`config.mk`:
```
export PLATFORM = sky130hd
export DESIGN_NAME = id_decode_stage
export DESIGN_NICKNAME = d
export VERILOG_FILES = /design/src/rtl/mips_defs.sv /design/src/rtl/instr_classify.sv /design/src/rtl/id_decode_stage.sv
export SDC_FILE = /design/constraint.sdc
export NUM_CORES = 1
export LEC_CHECK = 0
export CAP_MARGIN = 20
export CORE_AREA = 2 2 100 102
export DETAILED_ROUTE_END_ITERATION = 12
export DIE_AREA = 0 0 102 104
export GPL_ROUTABILITY_DRIVEN = 0
export PLACE_DENSITY = 0.74
export SYNTH_ARGS = -nofsm -noshare
export SYNTH_HDL_FRONTEND = slang
export SYNTH_SLANG_ARGS = --single-unit
```
`constraint.sdc`:
```
create_clock -name clk -period 2.9 [get_ports clk]
set_input_delay 0.725 -clock clk [delete_from_list [all_inputs] [get_ports clk]]
set_output_delay 0.725 -clock clk [all_outputs]
set_load 0.02 [all_outputs]
```
`src/rtl/mips_defs.sv`:
```
// Shared MIPS encoding constants, class strobe indices and stage action type
// used by the decode stage and its classifier.
package mips_defs;

    localparam logic [5:0] OP_RTYPE = 6'h00;
    localparam logic [5:0] OP_J     = 6'h02;
    localparam logic [5:0] OP_JAL   = 6'h03;
    localparam logic [5:0] OP_BEQ   = 6'h04;
    localparam logic [5:0] OP_BNE   = 6'h05;
    localparam logic [5:0] OP_BLEZ  = 6'h06;
    localparam logic [5:0] OP_BGTZ  = 6'h07;
    localparam logic [5:0] OP_ADDI  = 6'h08;
    localparam logic [5:0] OP_ADDIU = 6'h09;
    localparam logic [5:0] OP_SLTI  = 6'h0A;
    localparam logic [5:0] OP_SLTIU = 6'h0B;
    localparam logic [5:0] OP_ANDI  = 6'h0C;
    localparam logic [5:0] OP_ORI   = 6'h0D;
    localparam logic [5:0] OP_XORI  = 6'h0E;
    localparam logic [5:0] OP_LUI   = 6'h0F;
    localparam logic [5:0] OP_LB    = 6'h20;
    localparam logic [5:0] OP_LW    = 6'h23;
    localparam logic [5:0] OP_SB    = 6'h28;
    localparam logic [5:0] OP_SW    = 6'h2B;

    localparam logic [5:0] FN_SLL   = 6'h00;
    localparam logic [5:0] FN_SRL   = 6'h02;
    localparam logic [5:0] FN_SRA   = 6'h03;
    localparam logic [5:0] FN_SLLV  = 6'h04;
    localparam logic [5:0] FN_SRLV  = 6'h06;
    localparam logic [5:0] FN_SRAV  = 6'h07;
    localparam logic [5:0] FN_JR    = 6'h08;
    localparam logic [5:0] FN_JALR  = 6'h09;

    // Bit positions of the one-hot class strobes inside a class vector.
    localparam int NUM_CLASSES    = 8;
    localparam int CLS_SHIFT      = 0;
    localparam int CLS_SHIFT_VAR  = 1;
    localparam int CLS_JUMP_REL   = 2;
    localparam int CLS_ALU_REG    = 3;
    localparam int CLS_JUMP_ABS   = 4;
    localparam int CLS_BRANCH     = 5;
    localparam int CLS_ALU_INM    = 6;
    localparam int CLS_LOAD_STORE = 7;

    // Value every register-index field takes while the stage holds a bubble.
    localparam logic [4:0] BUBBLE_FIELD = 5'd0;

    // What the stage register does on the coming edge.
    typedef enum logic [1:0] {
        ACT_LOAD   = 2'd0,
        ACT_HOLD   = 2'd1,
        ACT_BUBBLE = 2'd2
    } stage_act_e;

    // Logical immediates are zero-extended; everything else sign-extends.
    function automatic logic imm_zero_ext(input logic [5:0] op);
        return (op == OP_ANDI) || (op == OP_ORI) || (op == OP_XORI);
    endfunction

endpackage

```
`src/rtl/instr_classify.sv`:
```
// Purely combinational instruction classifier: class strobes, illegal flag,
// destination index, write enable and source-register usage.
module instr_classify
    import mips_defs::*;
#(
    parameter int LINK_REG = 31
) (
    input  logic [5:0]             op,
    input  logic [5:0]             funct,
    input  logic [4:0]             rs_f,
    input  logic [4:0]             rt_f,
    input  logic [4:0]             rd_f,
    output logic [NUM_CLASSES-1:0] class_vec,
    output logic                   illegal,
    output logic [4:0]             dest,
    output logic                   wd,
    output logic                   uses_rs,
    output logic                   uses_rt,
    output logic                   is_load
);

    localparam logic [4:0] LINK_IDX = 5'(LINK_REG);

    logic       has_dest;
    logic [4:0] dest_sel;

    // Decode opcode/funct into a class, pick the destination and note sources.
    always_comb begin
        class_vec = '0;
        illegal   = 1'b0;
        has_dest  = 1'b0;
        dest_sel  = BUBBLE_FIELD;
        uses_rs   = 1'b0;
        uses_rt   = 1'b0;
        is_load   = 1'b0;
        unique case (op)
            OP_RTYPE: begin
                unique case (funct)
                    FN_SLL, FN_SRL, FN_SRA: begin
                        class_vec[CLS_SHIFT] = 1'b1;
                        has_dest = 1'b1;
                        dest_sel = rd_f;
                        uses_rt  = 1'b1;
                    end
                    FN_SLLV, FN_SRLV, FN_SRAV: begin
                        class_vec[CLS_SHIFT_VAR] = 1'b1;
                        has_dest = 1'b1;
                        dest_sel = rd_f;
                        uses_rs  = 1'b1;
                        uses_rt  = 1'b1;
                    end
                    FN_JR: begin
                        class_vec[CLS_JUMP_REL] = 1'b1;
                        uses_rs = 1'b1;
                    end
                    FN_JALR: begin
                        class_vec[CLS_JUMP_REL] = 1'b1;
                        has_dest = 1'b1;
                        dest_sel = rd_f;
                        uses_rs  = 1'b1;
                    end
                    default: begin
                        class_vec[CLS_ALU_REG] = 1'b1;
                        has_dest = 1'b1;
                        dest_sel = rd_f;
                        uses_rs  = 1'b1;
                        uses_rt  = 1'b1;
                    end
                endcase
            end
            OP_J: begin
                class_vec[CLS_JUMP_ABS] = 1'b1;
            end
            OP_JAL: begin
                class_vec[CLS_JUMP_ABS] = 1'b1;
                has_dest = 1'b1;
                dest_sel = LINK_IDX;
            end
            default: begin
                if (op[5:2] == 4'b0001) begin
                    class_vec[CLS_BRANCH] = 1'b1;
                    uses_rs = 1'b1;
                    uses_rt = 1'b1;
                end else if (op[5:3] == 3'b001) begin
                    class_vec[CLS_ALU_INM] = 1'b1;
                    has_dest = 1'b1;
                    dest_sel = rt_f;
                    uses_rs  = 1'b1;
                end else if (op[5:3] == 3'b100) begin
                    class_vec[CLS_LOAD_STORE] = 1'b1;
                    has_dest = 1'b1;
                    dest_sel = rt_f;
                    uses_rs  = 1'b1;
                    is_load  = 1'b1;
                end else if (op[5:3] == 3'b101) begin
                    class_vec[CLS_LOAD_STORE] = 1'b1;
                    uses_rs = 1'b1;
                    uses_rt = 1'b1;
                end else begin
                    illegal = 1'b1;
                end
            end
        endcase
    end

    assign dest = has_dest ? dest_sel : BUBBLE_FIELD;
    assign wd   = has_dest && (dest_sel != 5'd0);

endmodule

```
`src/rtl/id_decode_stage.sv`:
```
// IF/ID pipeline register with instruction decode and one-bubble load-use
// hazard insertion.
module id_decode_stage
    import mips_defs::*;
#(
    parameter int DATA_W    = 32,
    parameter int LINK_REG  = 31,
    parameter int HAZARD_EN = 1
) (
    input  logic              clk,
    input  logic              reset,
    input  logic [DATA_W-1:0] if_instr,
    input  logic [DATA_W-1:0] if_pc4,
    input  logic              if_valid,
    input  logic              flush,
    input  logic              ext_hold,
    output logic              stall_out,
    output logic              id_valid,
    output logic              load_store,
    output logic              alu_inm,
    output logic              branch,
    output logic              jump_abs,
    output logic              alu_reg,
    output logic              jump_rel,
    output logic              shift_var,
    output logic              shift,
    output logic              illegal,
    output logic              wd,
    output logic [4:0]        rs,
    output logic [4:0]        rt,
    output logic [4:0]        rd,
    output logic [4:0]        dest,
    output logic [4:0]        shamt,
    output logic [DATA_W-1:0] imm_ext,
    output logic [DATA_W-1:0] pc4
);

    logic [5:0]             in_op;
    logic [5:0]             in_funct;
    logic [4:0]             in_rs;
    logic [4:0]             in_rt;
    logic [4:0]             in_rd;
    logic [4:0]             in_shamt;
    logic [15:0]            in_imm16;
    logic [DATA_W-1:0]      in_imm_ext;

    logic [NUM_CLASSES-1:0] dec_class;
    logic                   dec_illegal;
    logic [4:0]             dec_dest;
    logic                   dec_wd;
    logic                   dec_uses_rs;
    logic                   dec_uses_rt;
    logic                   dec_is_load;

    logic [NUM_CLASSES-1:0] class_q;
    logic                   held_is_load;
    logic                   hazard;
    stage_act_e             act;

    assign in_op    = if_instr[31:26];
    assign in_rs    = if_instr[25:21];
    assign in_rt    = if_instr[20:16];
    assign in_rd    = if_instr[15:11];
    assign in_shamt = if_instr[10:6];
    assign in_funct = if_instr[5:0];
    assign in_imm16 = if_instr[15:0];

    assign in_imm_ext = imm_zero_ext(in_op) ? {{(DATA_W-16){1'b0}}, in_imm16}
                                            : {{(DATA_W-16){in_imm16[15]}}, in_imm16};

    instr_classify #(
        .LINK_REG (LINK_REG)
    ) u_classify (
        .op        (in_op),
        .funct     (in_funct),
        .rs_f      (in_rs),
        .rt_f      (in_rt),
        .rd_f      (in_rd),
        .class_vec (dec_class),
        .illegal   (dec_illegal),
        .dest      (dec_dest),
        .wd        (dec_wd),
        .uses_rs   (dec_uses_rs),
        .uses_rt   (dec_uses_rt),
        .is_load   (dec_is_load)
    );

    // Load-use check: the held load's destination is read by the incoming word.
    always_comb begin
        hazard = 1'b0;
        if (HAZARD_EN != 0) begin
            hazard = id_valid && held_is_load && (dest != 5'd0) && if_valid && !flush &&
                     ((dec_uses_rs && (in_rs == dest)) || (dec_uses_rt && (in_rt == dest)));
        end
    end

    assign stall_out = ext_hold || hazard;

    // Edge priority: flush beats hold, hold beats hazard, hazard beats load.
    always_comb begin
        act = ACT_LOAD;
        if (flush) begin
            act = ACT_BUBBLE;
        end else if (ext_hold) begin
            act = ACT_HOLD;
        end else if (hazard || !if_valid) begin
            act = ACT_BUBBLE;
        end
    end

    // Stage register: cleared by reset, then bubble / hold / capture.
    always_ff @(posedge clk or posedge reset) begin
        if (reset) begin
            id_valid     <= 1'b0;
            class_q      <= '0;
            illegal      <= 1'b0;
            wd           <= 1'b0;
            held_is_load <= 1'b0;
            rs           <= BUBBLE_FIELD;
            rt           <= BUBBLE_FIELD;
            rd           <= BUBBLE_FIELD;
            dest         <= BUBBLE_FIELD;
            shamt        <= BUBBLE_FIELD;
            imm_ext      <= '0;
            pc4          <= '0;
        end else begin
            unique case (act)
                ACT_BUBBLE: begin
                    id_valid     <= 1'b0;
                    class_q      <= '0;
                    illegal      <= 1'b0;
                    wd           <= 1'b0;
                    held_is_load <= 1'b0;
                    rs           <= BUBBLE_FIELD;
                    rt           <= BUBBLE_FIELD;
                    rd           <= BUBBLE_FIELD;
                    dest         <= BUBBLE_FIELD;
                    shamt        <= BUBBLE_FIELD;
                    imm_ext      <= '0;
                    pc4          <= '0;
                end
                ACT_LOAD: begin
                    id_valid     <= 1'b1;
                    class_q      <= dec_class;
                    illegal      <= dec_illegal;
                    wd           <= dec_wd;
                    held_is_load <= dec_is_load;
                    rs           <= in_rs;
                    rt           <= in_rt;
                    rd           <= in_rd;
                    dest         <= dec_dest;
                    shamt        <= in_shamt;
                    imm_ext      <= in_imm_ext;
                    pc4          <= if_pc4;
                end
                default: begin
                end
            endcase
        end
    end

    assign shift      = class_q[CLS_SHIFT];
    assign shift_var  = class_q[CLS_SHIFT_VAR];
    assign jump_rel   = class_q[CLS_JUMP_REL];
    assign alu_reg    = class_q[CLS_ALU_REG];
    assign jump_abs   = class_q[CLS_JUMP_ABS];
    assign branch     = class_q[CLS_BRANCH];
    assign alu_inm    = class_q[CLS_ALU_INM];
    assign load_store = class_q[CLS_LOAD_STORE];

endmodule

```
After elaboration in Yosys (flattened, before gate mapping)
Cells that the tools add are included.
{ "totals": {"reg_bits": 101, "latchBits": 0, "ram_bits": 0, "romBits": 0, "inputBits": 69, "elab_cells": 115, "memories": 0} }
{ "op_classes": {"n_addsub": 0, "mul": 0, "n_div": 0, "magnitude_cmp": 0, "n_eq_ne": 19, "n_shift": 0, "muxes": 57, "n_bitwise": 0, "reduce_logical": 27} }
{ "ops": {"columns": ["cell", "count"], "rows": [
  ["32-bit one-hot mux with 2 select lines", 2],
  ["5-bit one-hot mux with 2 select lines", 5],
  ["32-bit two-way mux", 1],
  ["6-bit by 4-bit == test with 1-bit output (second input constant)", 5],
  ["1-bit two-way mux", 29],
  ["5-bit two-way mux", 5],
  ["6-bit by 2-bit == test with 1-bit output (second input constant)", 4],
  ["6-bit by 3-bit == test with 1-bit output (second input constant)", 3],
  ["8-bit one-hot mux with 2 select lines", 1],
  ["5-bit one-hot mux with 3 select lines", 1],
  ["6-bit logical NOT", 2],
  ["1-bit one-hot mux with 2 select lines", 6],
  ["5-bit == test", 2],
  ["5-bit nonzero test", 2],
  ["3-bit OR reduction", 3],
  ["1-bit logical AND", 8],
  ["2-bit two-way mux", 4],
  ["8-bit OR reduction", 1],
  ["3-bit == test (second input constant)", 2],
  ["1-bit logical OR", 5],
  ["4-bit by 1-bit == test with 1-bit output (second input constant)", 1],
  ["4-bit two-way mux", 1],
  ["2-bit OR reduction", 2],
  ["3-bit by 1-bit == test with 1-bit output (second input constant)", 1],
  ["6 further kinds", 7]
]} }

Depth between registers and ports, before layout
{ "depth": {"ltp_word": 15, "mapped_depth": 10, "ltp_nobuf": 6} }

Hierarchy
Synthesis repeated with hierarchy kept, for this count alone.
{ "unflattened": {"hier_cells": 439, "area_unflattened_um2": 4100.2} }
{ "modules_own_cells": {"columns": ["mod", "n_inst", "cells_each", "area_each_um2"], "rows": [
  ["id_decode_stage", 1, 395, 3801.1],
  ["instr_classify", 1, 44, 299.0]
]} }

Least setup slack after synthesis
Ideal clock, no wire load.
{ "synth_path": {"path_kind": "input to output", "from": "input if_instr[29]", "to": "output stall_out", "t_arrival_ps": 2402, "required_time_ps": 2175, "path_slack_ps": -227, "cell_stages": 7, "path_cell_list": "buf_2 > or4_1 > buf_2 > nor2_1 > or4_1 > o32ai_1 > a21o_1"} }
{ "synth_via": {"elab_chain_len": 10} }
{ "synth_rtl": {"columns": ["element", "line", "rtl"], "rows": [
  ["start: declaration", "id_decode_stage.sv:12", "input logic [DATA_W-1:0] if_instr,"],
  ["3-bit == test", "instr_classify.sv:95", "end else if (op[5:3] == 3'b101) begin"],
  ["1-bit two-way mux", "instr_classify.sv:95", null],
  ["1-bit two-way mux", "instr_classify.sv:89", "end else if (op[5:3] == 3'b100) begin"],
  ["1-bit two-way mux", "instr_classify.sv:84", "end else if (op[5:3] == 3'b001) begin"],
  ["1-bit two-way mux", "instr_classify.sv:80", "if (op[5:2] == 4'b0001) begin"],
  ["1-bit one-hot mux with 2 select lines", "instr_classify.sv:36", "unique case (op)"],
  ["1-bit logical AND", "id_decode_stage.sv:93", "((dec_uses_rs && (in_rs == dest)) || (dec_uses_rt && (in_rt == dest)));"],
  ["1-bit logical OR (*)", "id_decode_stage.sv:93", null],
  ["1-bit logical AND (*)", "id_decode_stage.sv:92", "hazard = id_valid && held_is_load && (dest != 5'd0) && if_valid && !flush &&"],
  ["1-bit logical OR (*)", "id_decode_stage.sv:97", "assign stall_out = ext_hold || hazard;"],
  ["end: declaration", "id_decode_stage.sv:17", "output logic stall_out,"]
]} }
Every way passes the cells marked *; elsewhere a longest branch is shown, timed or not.

Worst setup path after layout
{ "layout_path": {"from": "input if_instr[28]", "to": "output stall_out"} }
{ "layout_via": {"elab_chain_len": 7} }
{ "layout_rtl": {"columns": ["element", "line"], "rows": [
  ["6-bit by 2-bit == test with 1-bit output / 4-bit by 1-bit == test with 1-bit output (equally long branches)", "instr_classify.sv:36, instr_classify.sv:80"],
  ["2-bit OR reduction (no source line) / 1-bit two-way mux (equally long branches)", null],
  ["1-bit one-hot mux with 2 select lines", "instr_classify.sv:36"],
  ["1-bit logical AND", "id_decode_stage.sv:93"],
  ["1-bit logical OR (*)", "id_decode_stage.sv:93"],
  ["1-bit logical AND (*)", "id_decode_stage.sv:92"],
  ["1-bit logical OR (*)", "id_decode_stage.sv:97"]
]} }
Marked as above.

==> results.cfg <==
[run_status]
violations = setup timing
status = complete, but fails checks

[place]
hpwl_mm = 7.50
io_buffers = 169
preCtsSetupSlack_ns = -0.838

[synth]
syn_area_um2 = 3370
ys_top_cells_by_count = dfrtp_1, a22o_1, buf_4
avgSynthCellArea_um2 = 12.3
ys_ff_latch = 76
yosys.area.top_type = dfrtp_1
synth_top_area_share_pct = 56.4
synth_edf_count = 0
syn_inst = 274
synthDistinctLibCells = 35
synth_nets = 343
async_reset_ff_share_pct = 100
yosysMostFrequentCell = dfrtp_1
seq_area_frac_synth_pct = 56.4
yosys_most_used_dff = dfrtp_1
synth.area.top_cells = dfrtp_1, a22o_1, buf_4
yosysWarnings = 0

[global_routing]
grt_remaining_overflow = 0
antenna_found_initial = 1
grt_use_total_pct = 18.8
grt_pass1_wl_mm = 15.6
grt_pass1_vias = 3030
grt_max_degree = 48

[floorplan]
num_rows = 36
coreArea_um2 = 9550
die_h_um = 104
boundaryPins = 170
die_w_um = 102
dieArea_um2 = 10600
start_util_pct = 35.3

[min_path]
hp-class = reg2reg
whs_path_depth = 1

[clocking]
cts_num_sinks = 76
cts_root_buffer = clkbuf_8
hold_buffers = 0
clk_pin_slew_ns = 0.08
cts_tree = built
htree_levels = 3
clk-insertion-delay-late_ns = 0.36
cts_buffers = 9
cts_buffer_depth = 2

[timing]
layout_setup_ws_ns = -0.0106
worst_slew_pin_slew_ns = 0.649
final.setup.tns_ns = -0.0106
slew_violations = 0
fin_crit_sh_pct = 100
finalWorstPathRequiredPeriod_ns = 2.91
skew_ns = 0.00787
finalHoldViolations = 0
rsz0062_at_grt = true
slew-limit-headroom_pct = 56.7
setup_viol = 1
fmax_ghz = 0.344

[final_layout]
fillCellCount = 808
multiInputGateArea_um2 = 1270
drive_above_1_share_pct = 20.0
diodes = 0
syn2layout_area_growth_pct = 68.3
final_util_pct = 59.5
nNetsFinal = 525
final-seq-area_um2 = 1900

[critical_path]
path_class = in2out
start_kind = primary input
reg2regPathDepth = 9
crit_required_ns = 2.17
path_max_fanout = 4
critPathCaptureType = primary output
cp.arrival_ns = 2.19

[route]
num_vias = 3020
drcViolationCount = 0
ant_nets = 0
detail_route.wl_per_cell_um = 17.1
wirelength_mm = 10.2
viasPerCell = 5.08
drtIter0Drc = 129
dr.pass1.iters = 4

[job]
drv_cap = 0

[pwr]
p_per_area_nw_per_um2 = 439
ir_worst_vdd_uv = 248
power_leakage_nw = 2.57
-- sequential cells by signal, indices dropped and copies added, names as in the netlist --
signal and count:
class_q 8, dest 5, held_is_load 1, id_valid 1, illegal 1, imm_ext 9, pc4 32, rd 4
rs 5, rt 5, shamt 4, wd 1
-- cells in the final DEF, fill, tap and decap left out, types with 5 or more instances in the layout --
cell	Yosys	final
clkbuf_8	0	9
dfrtp_1	76	76
buf_6	0	9
nand2_1	7	6
a22o_1	69	69
buf_4	30	44
a32o_1	6	6
nor2_1	8	7
clkdlybuf4s50_1	0	153
xor2_1	5	5
-- logic make-up (layout without fill, tap and decap cells) --
logic type	after synthesis	in the layout	share of synthesized area (%)
flops	76	76	56.4
compound gates	93	93	24.4
simple gates	42	42	6.97
xor+xnor	11	11	2.85
buf+inv	52	239	9.38
-- timing repair --
action | 4_1_cts | 5_1_grt
pin swaps | 10 | 9
endpoints found under the setup margin | 75 | 75
gates cloned | 0 | 1
resized for setup | 52 | 14
setup buffers | 2 | 2
-- routing by layer --
layer	wire length (µm)	vias up	track usage (%)
met4	232	2	8.19
met2	4870	130	29.8
li1	-	1376	-
met5	11	-	0
met3	824	21	5.31
met1	4220	1491	23.7
-- worst max-delay path, stage by stage --
cell	delay, ns
buf_6	0.09
or4_4	0.57
buf_6	0.15
nor3_4	0.13
a2bb2oi_2	0.09
o32ai_4	0.11
a21o_1	0.19
buf_6	0.12
-- power breakdown --
part / total (W) / internal (W) / switching [W]
Combinational: 0.000464 / 0.000248 / 0.000216
Sequential: 0.00112 / 0.00109 / 0.0000232
Clock: 0.000915 / 0.000490 / 0.000424
Total: 0.00249 / 0.00183 / 0.000663
-- final timing paths --
path                                              from                     end  slack [ns]
worst max-delay path                      if_instr[28]               stall_out       -0.01
worst min-delay path            class_q[7]$_DFFE_PP0P_  class_q[7]$_DFFE_PP0P_        0.50
worst max register to register     dest[4]$_DFFE_PP0P_  class_q[0]$_DFFE_PP0P_        0.37
worst min register to register  class_q[7]$_DFFE_PP0P_  class_q[7]$_DFFE_PP0P_        0.50
max in group asynchronous                        reset  imm_ext[0]$_DFFE_PP0P_        1.54
min in group asynchronous                        reset     pc4[24]$_DFFE_PP0P_        0.75
-- per-stage QoR --
| stage | instances | hold slack [ns] | total power, W | cell area (µm²) |
|---|---|---|---|---|
| 6_report | 594 | 0.504 | 0.00249 | 5680 |
| 5_1_grt | 594 | 0.530 | 0.00259 | 5680 |
| 4_1_cts | 591 | 0.511 | 0.00251 | 5610 |
| 3_5_place_dp | 573 | 0.483 | 0.00159 | 5330 |
| 3_3_place_gp | 573 | 0.479 | 0.00158 | 5330 |
| 2_1_floorplan | 274 | 0.473 | 0.00134 | 3420 |
-- layout make-up --
class / instances / share of cell area, %
well taps: 133 / 2.93
flip-flops and latches: 76 / 33.5
inverters: 5 / 0.353
multi-input cells: 146 / 22.3
clock buffers: 9 / 2.18
clock inverters: 7 / 1.74
repair buffers: 218 / 37.0
No activity file was read; power rests on OpenSTA's default activity.
==> patch 1, RTL diff (config.mk and constraints unchanged) <==
The parameter `DATA_W` goes from 32 to 64.
--- a/src/rtl/id_decode_stage.sv
+++ b/src/rtl/id_decode_stage.sv
@@ -3,7 +3,7 @@
 module id_decode_stage
     import mips_defs::*;
 #(
-    parameter int DATA_W    = 32,
+    parameter int DATA_W    = 64,
     parameter int LINK_REG  = 31,
     parameter int HAZARD_EN = 1
 ) (
Ports: changed (resized if_instr, if_pc4, imm_ext and pc4); port bits go from 170 to 298. No check against the original RTL was run, so the function may have changed too.
==> patch 1 against the original RTL <==
- clock skew rose by 5.6 ps
- worst setup slack gained 23 ps
- largest power group unchanged
- worst hold slack got worse by 14 ps
- sequential cell count is 32 higher
- total power grew 27%
- wire length rose by 47%
- synthesized area grew 41%
- final area grew 37%
- clock power hardly changed
==> patch 1: results (changes against the original RTL) <==
- Synth top area cells: dfrtp_1, a22o_1, buf_4, xnor2_1, buf_6 (was dfrtp_1, a22o_1, buf_4, a32o_1, xnor2_1)
- Setup WS pre-CTS: -920 ps (was -838 ps)
- Commonest cells post-synth: dfrtp_1, a22o_1, buf_4 (unchanged)
- DRT Pass-1 Iters: 5 (was 4)
- Reg clk slew, reported paths: about 90 ps
- Critical-path maximum fanout: 4 (unchanged)
- Net Sw Frac: 27.2% (was 26.6%)
- Top Registers: pc4 (64), imm_ext (9), class_q (8) (was pc4 (32), imm_ext (9), class_q (8))
- Clock Latency Late Sink: around 370 ps
- XOR/XNOR Fraction of Synth Area: 2.02% (was 2.86%)
- Final Net Count: 760 (was 525)
- Multi-input gate area in the final layout: 0.00158 sq mm (was 0.00127 sq mm)
- First-pass GRT wire length: 22900 um (was 15600 um)
- Clk_skew: 13.5 ps (was 7.87 ps)
- Iteration-0 DRC Markers: 206 (was 129)
- Dpl cells: 746 (was 573)
- H-tree depth: 3 (unchanged)
- Synth async-reset ratio: 100% (unchanged)
- Post-synthesis sequential area ratio: 56.7% (was 56.4%)
- Cell family with most CP delay: simple AND/OR/NAND/NOR gates (unchanged)
- WP data arrival: 2160 ps (was 2190 ps)
- Worst Tran Pin Value: 495 ps (was 649 ps)
- Syn nets: 514 (was 343)
- Status: complete, no violations (was finished with violations)
- Worst path slowest cell: or4_4 (unchanged)
- Drt total wl: 14900 um (was 10200 um)
- Met1 Track Usage GR: 33.4% (was 23.7%)
- I/O Buffers: 265 (was 169)
- Lkg Pwr: 3.44 nW (was 2.57 nW)
- Met2 usage: 48.2% (was 29.8%)
- Ratio of cells with drive above 1 in the final layout: 15.5% (was 20.0%)
- Detailed Place HPWL: 11100 um (was 7500 um)
- Post-DP Area: 0.00745 sq mm (was 0.00533 sq mm)
- Largest net degree at the start of global routing: 69 (was 48)
- CP max stage delay: 530 ps (was 570 ps)
- Maximum VDD drop: 0.250 mV (was 0.248 mV)
- Yosys cell types: 40 (was 35)
- Met3 Usage GRT: 6.05% (was 5.31%)
- Post-synthesis compound-gate area fraction: 23.0% (was 24.4%)
- Fill count: 613 (was 808)
- GRT Util Overall: 28.2% (was 18.8%)
- Post-Syn Instances: 381 (was 274)
- Final Non-Filler Cells: 765 (was 594)
- Vias: 4212 (was 3020)
- Initial antenna violation count: 1 (unchanged)
- Total grt overflow: 0 (unchanged)
## patch 1: cell types whose count changed after synthesis, sizes merged, moves of 3 or more
cell,before,now
dfrtp,76,108
nand2,7,12
nor2b,1,4
buf,37,70
clkbuf,10,14
xor2,5,1
nor3b,4,1
o21ai,1,8
xnor2,6,10
a22o,69,95
## patch 1: what timing repair did
action,in CTS,in global routing
pin swaps,14,8
endpoints found under the setup margin,93,1
setup buffers,3,2
gates resized for setup,66,6
## patch 1: final timing paths
path,slack [ps],start,endpoint,depth (start not counted)
setup / recovery,10,if_instr[29],stall_out,8
setup reg to reg,320,dest[0],pc4[24],8
hold / removal,490,class_q[7],class_q[7],2
min in group asynchronous,810,reset,pc4[40],3
max in group asynchronous,1660,reset,pc4[14],3
hold reg to reg,490,class_q[7],class_q[7],2
## patch 1: power by group through the flow
stage | Sequential [mW] | Clock (mW) | Combinational, mW
final | 1.59 | 0.917 | 0.672
after global routing | 1.60 | 0.996 | 0.712
after CTS | 1.59 | 0.932 | 0.672
after detailed placement | 1.62 | 0 | 0.663
after global placement | 1.62 | 0 | 0.650
after floorplan | 1.68 | 0 | 0.233
## patch 1: cell type report
| type | count | share of cell area, % |
|---|---|---|
| clock inverter | 6 | 0.934 |
| multi-input combinational | 186 | 20.3 |
| timing repair buffer | 319 | 40.0 |
| sequential | 108 | 34.8 |
| antenna | 1 | 0.0322 |
| inverter | 3 | 0.193 |
| clock buffer | 9 | 1.59 |
| tap | 133 | 2.14 |
## patch 1: metal layers
layer,share of wire (%),wire (um)
met4,4.5,667
met3,7.5,1120
met2,51,7620
met1,37,5500
met5,0,0
## patch 1: cell families after synthesis
kind of cell,Yosys count
flip-flops,108
buffers and inverters,87
AO/OA/AOI/OAI,127
AND/OR/NAND/NOR,48
XOR/XNOR,11
==> patch 2, RTL diff (same flow settings) <==
Without the edit above. Reset style: synchronous (`reset`), changed in one clocked block.
--- a/src/rtl/id_decode_stage.sv
+++ b/src/rtl/id_decode_stage.sv
@@ -109,7 +109,7 @@
     end
 
     // Stage register: cleared by reset, then bubble / hold / capture.
-    always_ff @(posedge clk or posedge reset) begin
+    always_ff @(posedge clk) begin
         if (reset) begin
             id_valid     <= 1'b0;
             class_q      <= '0;
Formal check against the unedited RTL: differs if reset is asserted again (counterexample within 4 cycles, from zero or initial values and one cycle with reset high); with reset held inactive, the same outputs for 10 cycles.
==> patch 2 against the original RTL <==
- the run still ends with negative setup slack left
- sequential share of layout area decreased by 4.8 points
- largest power group unchanged
- wire length decreased by 2.1%
- register-to-register slack got worse by 180 ps
- worst setup slack got worse by 120 ps
- highest routed layer is now met4
- sequential cell count unchanged
- combinational power decreased by 28%
- synthesized area decreased by 9.1%
- total power decreased by 4.8%
- die area unchanged
- clock skew increased by 4.1 ps
- clock power increased by 5.8%
- final area decreased by 6.7%
==> patch 2: results (changes against the original RTL) <==
- Worst r2r dst: pc4[19] (was class_q[0])
- Post-synthesis sequential area ratio: 49.6% (was 56.4%)
- Synth Area per Inst: 10.9 sq um (was 12.3 sq um)
- Met3 Usage GRT: 5.58% (was 5.31%)
- Setup WS pre-CTS: -1040 ps (was -838 ps)
- Drt total wl: 9950 um (was 10200 um)
- Maximum VDD drop: 0.302 mV (was 0.248 mV)
- Final setup viols: 1 (unchanged)
- Uppermost layer routed: met4 (was met5)
- Dpl cells: 575 (was 573)
- CP max stage delay: 550 ps (was 570 ps)
- Commonest cells post-synth: dfxtp_1, a22o_1, buf_4 (was dfrtp_1, a22o_1, buf_4)
- Number of global-route vias before repair: 3005 (was 3030)
- GRT Util Overall: 17.9% (was 18.8%)
- Largest net degree at the start of global routing: 47 (was 48)
- Clk_skew: 12.0 ps (was 7.87 ps)
- Met1 Track Usage GR: 21.4% (was 23.7%)
- Met2 usage: 30.6% (was 29.8%)
- Lkg Pwr: 2.08 nW (was 2.57 nW)
- Wire length on met1: 4180 um (was 4220 um)
- WP data arrival: 2300 ps (was 2190 ps)
- Critical-path maximum fanout: 3 (was 4)
- Synth async-reset ratio: 0% (was 100%)
- Rel. slew slack: 70.2% (was 56.7%)
- Setup Total Neg Slack: -130 ps (was -10.6 ps)
- Detailed Place HPWL: 7130 um (was 7500 um)
- Yosys cell types: 41 (was 35)
- Hold Path Origin: class_q[6] (was class_q[7])
- Metal2 WL: 4940 um (was 4870 um)
- Post-DP Area: 0.00492 sq mm (was 0.00533 sq mm)
- Syn nets: 351 (was 343)
- Status: finished with violations (unchanged)
- Final WS setup: -130 ps (was -10.6 ps)
- Num CTS Buffers: 9 (unchanged)
- End of the worst hold path: class_q[6] (was class_q[7])
- Hold_ws: 471 ps (was 504 ps)
- Clock Latency Late Sink: 340 ps (was 360 ps)
- Worst r2r src: dest[1] (was dest[4])
- Avg Vias per Cell: 4.92 (was 5.08)
- WL per Instance: 16.5 um (was 17.1 um)
- FF-to-FF setup slack: 190 ps (was 370 ps)
- Final Net Count: 535 (was 525)
- Failing checks: negative setup slack (unchanged)
- Synth top area cells: dfxtp_1, a22o_1, buf_4, buf_6, xor2_1 (was dfrtp_1, a22o_1, buf_4, a32o_1, xnor2_1)
- Ratio of cells with drive above 1 in the final layout: 16.6% (was 20.0%)
- WL met3: 723 um (was 824 um)
- First-pass GRT wire length: 15100 um (was 15600 um)
- R2R depth: 15 (was 9)
==> patch 2: cell count changes in the layout (fill, tap and decap cells not counted), moves of 3 or more <==
cell,delta
a21o_1,-3
buf_4,-4
nor2b_1,+4
dfxtp_1,+76
nor2_1,+7
buf_12,+3
clkdlybuf4s50_1,+4
dlymetal6s2s_1,-4
buf_6,-6
dfrtp_1,-76
dlygate4sd2_1,+3
==> patch 2: kinds of logic (layout without fill, tap and decap cells) <==
family	Yosys count	after routing	share of synthesized area, %
buf+inv	45	233	10.8
compound gates	89	89	24.8
simple gates	60	60	11.3
xor+xnor	11	11	3.14
flops	76	76	49.6
mux	1	1	0.326
==> patch 2: power breakdown <==
group | total, mW | internal [mW] | switching [mW]
Combinational | 0.333 | 0.195 | 0.138
Clock | 0.968 | 0.588 | 0.380
Sequential | 1.07 | 1.06 | 0.0128
Total | 2.38 | 1.84 | 0.531
==> patch 2: timing repair <==
item,4_1_cts,5_1_grt
cloned,0,2
buffers inserted,11,0
gates resized for setup,31,7
endpoints found under the setup margin,1,57
pin swaps,7,2
==> patch 2: worst max path at each step <==
stage | slack [ps] | endpoint | depth (start not counted) | startpoint
final | -130 | stall_out | 7 | if_instr[31]
after global routing | -200 | stall_out | 7 | if_instr[31]
after CTS | -110 | stall_out | 7 | if_instr[31]
after detailed placement | -1040 | stall_out | 7 | if_instr[30]
after global placement | -1030 | stall_out | 7 | if_instr[30]
after floorplan | -160 | stall_out | 6 | if_instr[29]
==> patch 2: layout make-up <==
type	count	area (sq um)
fill	858	4250
timing repair buffer	215	2100
sequential	76	1520
multi-input combinational	161	1260
tap	133	166
clock buffer	10	138
clock inverter	5	100
inverter	3	11.3
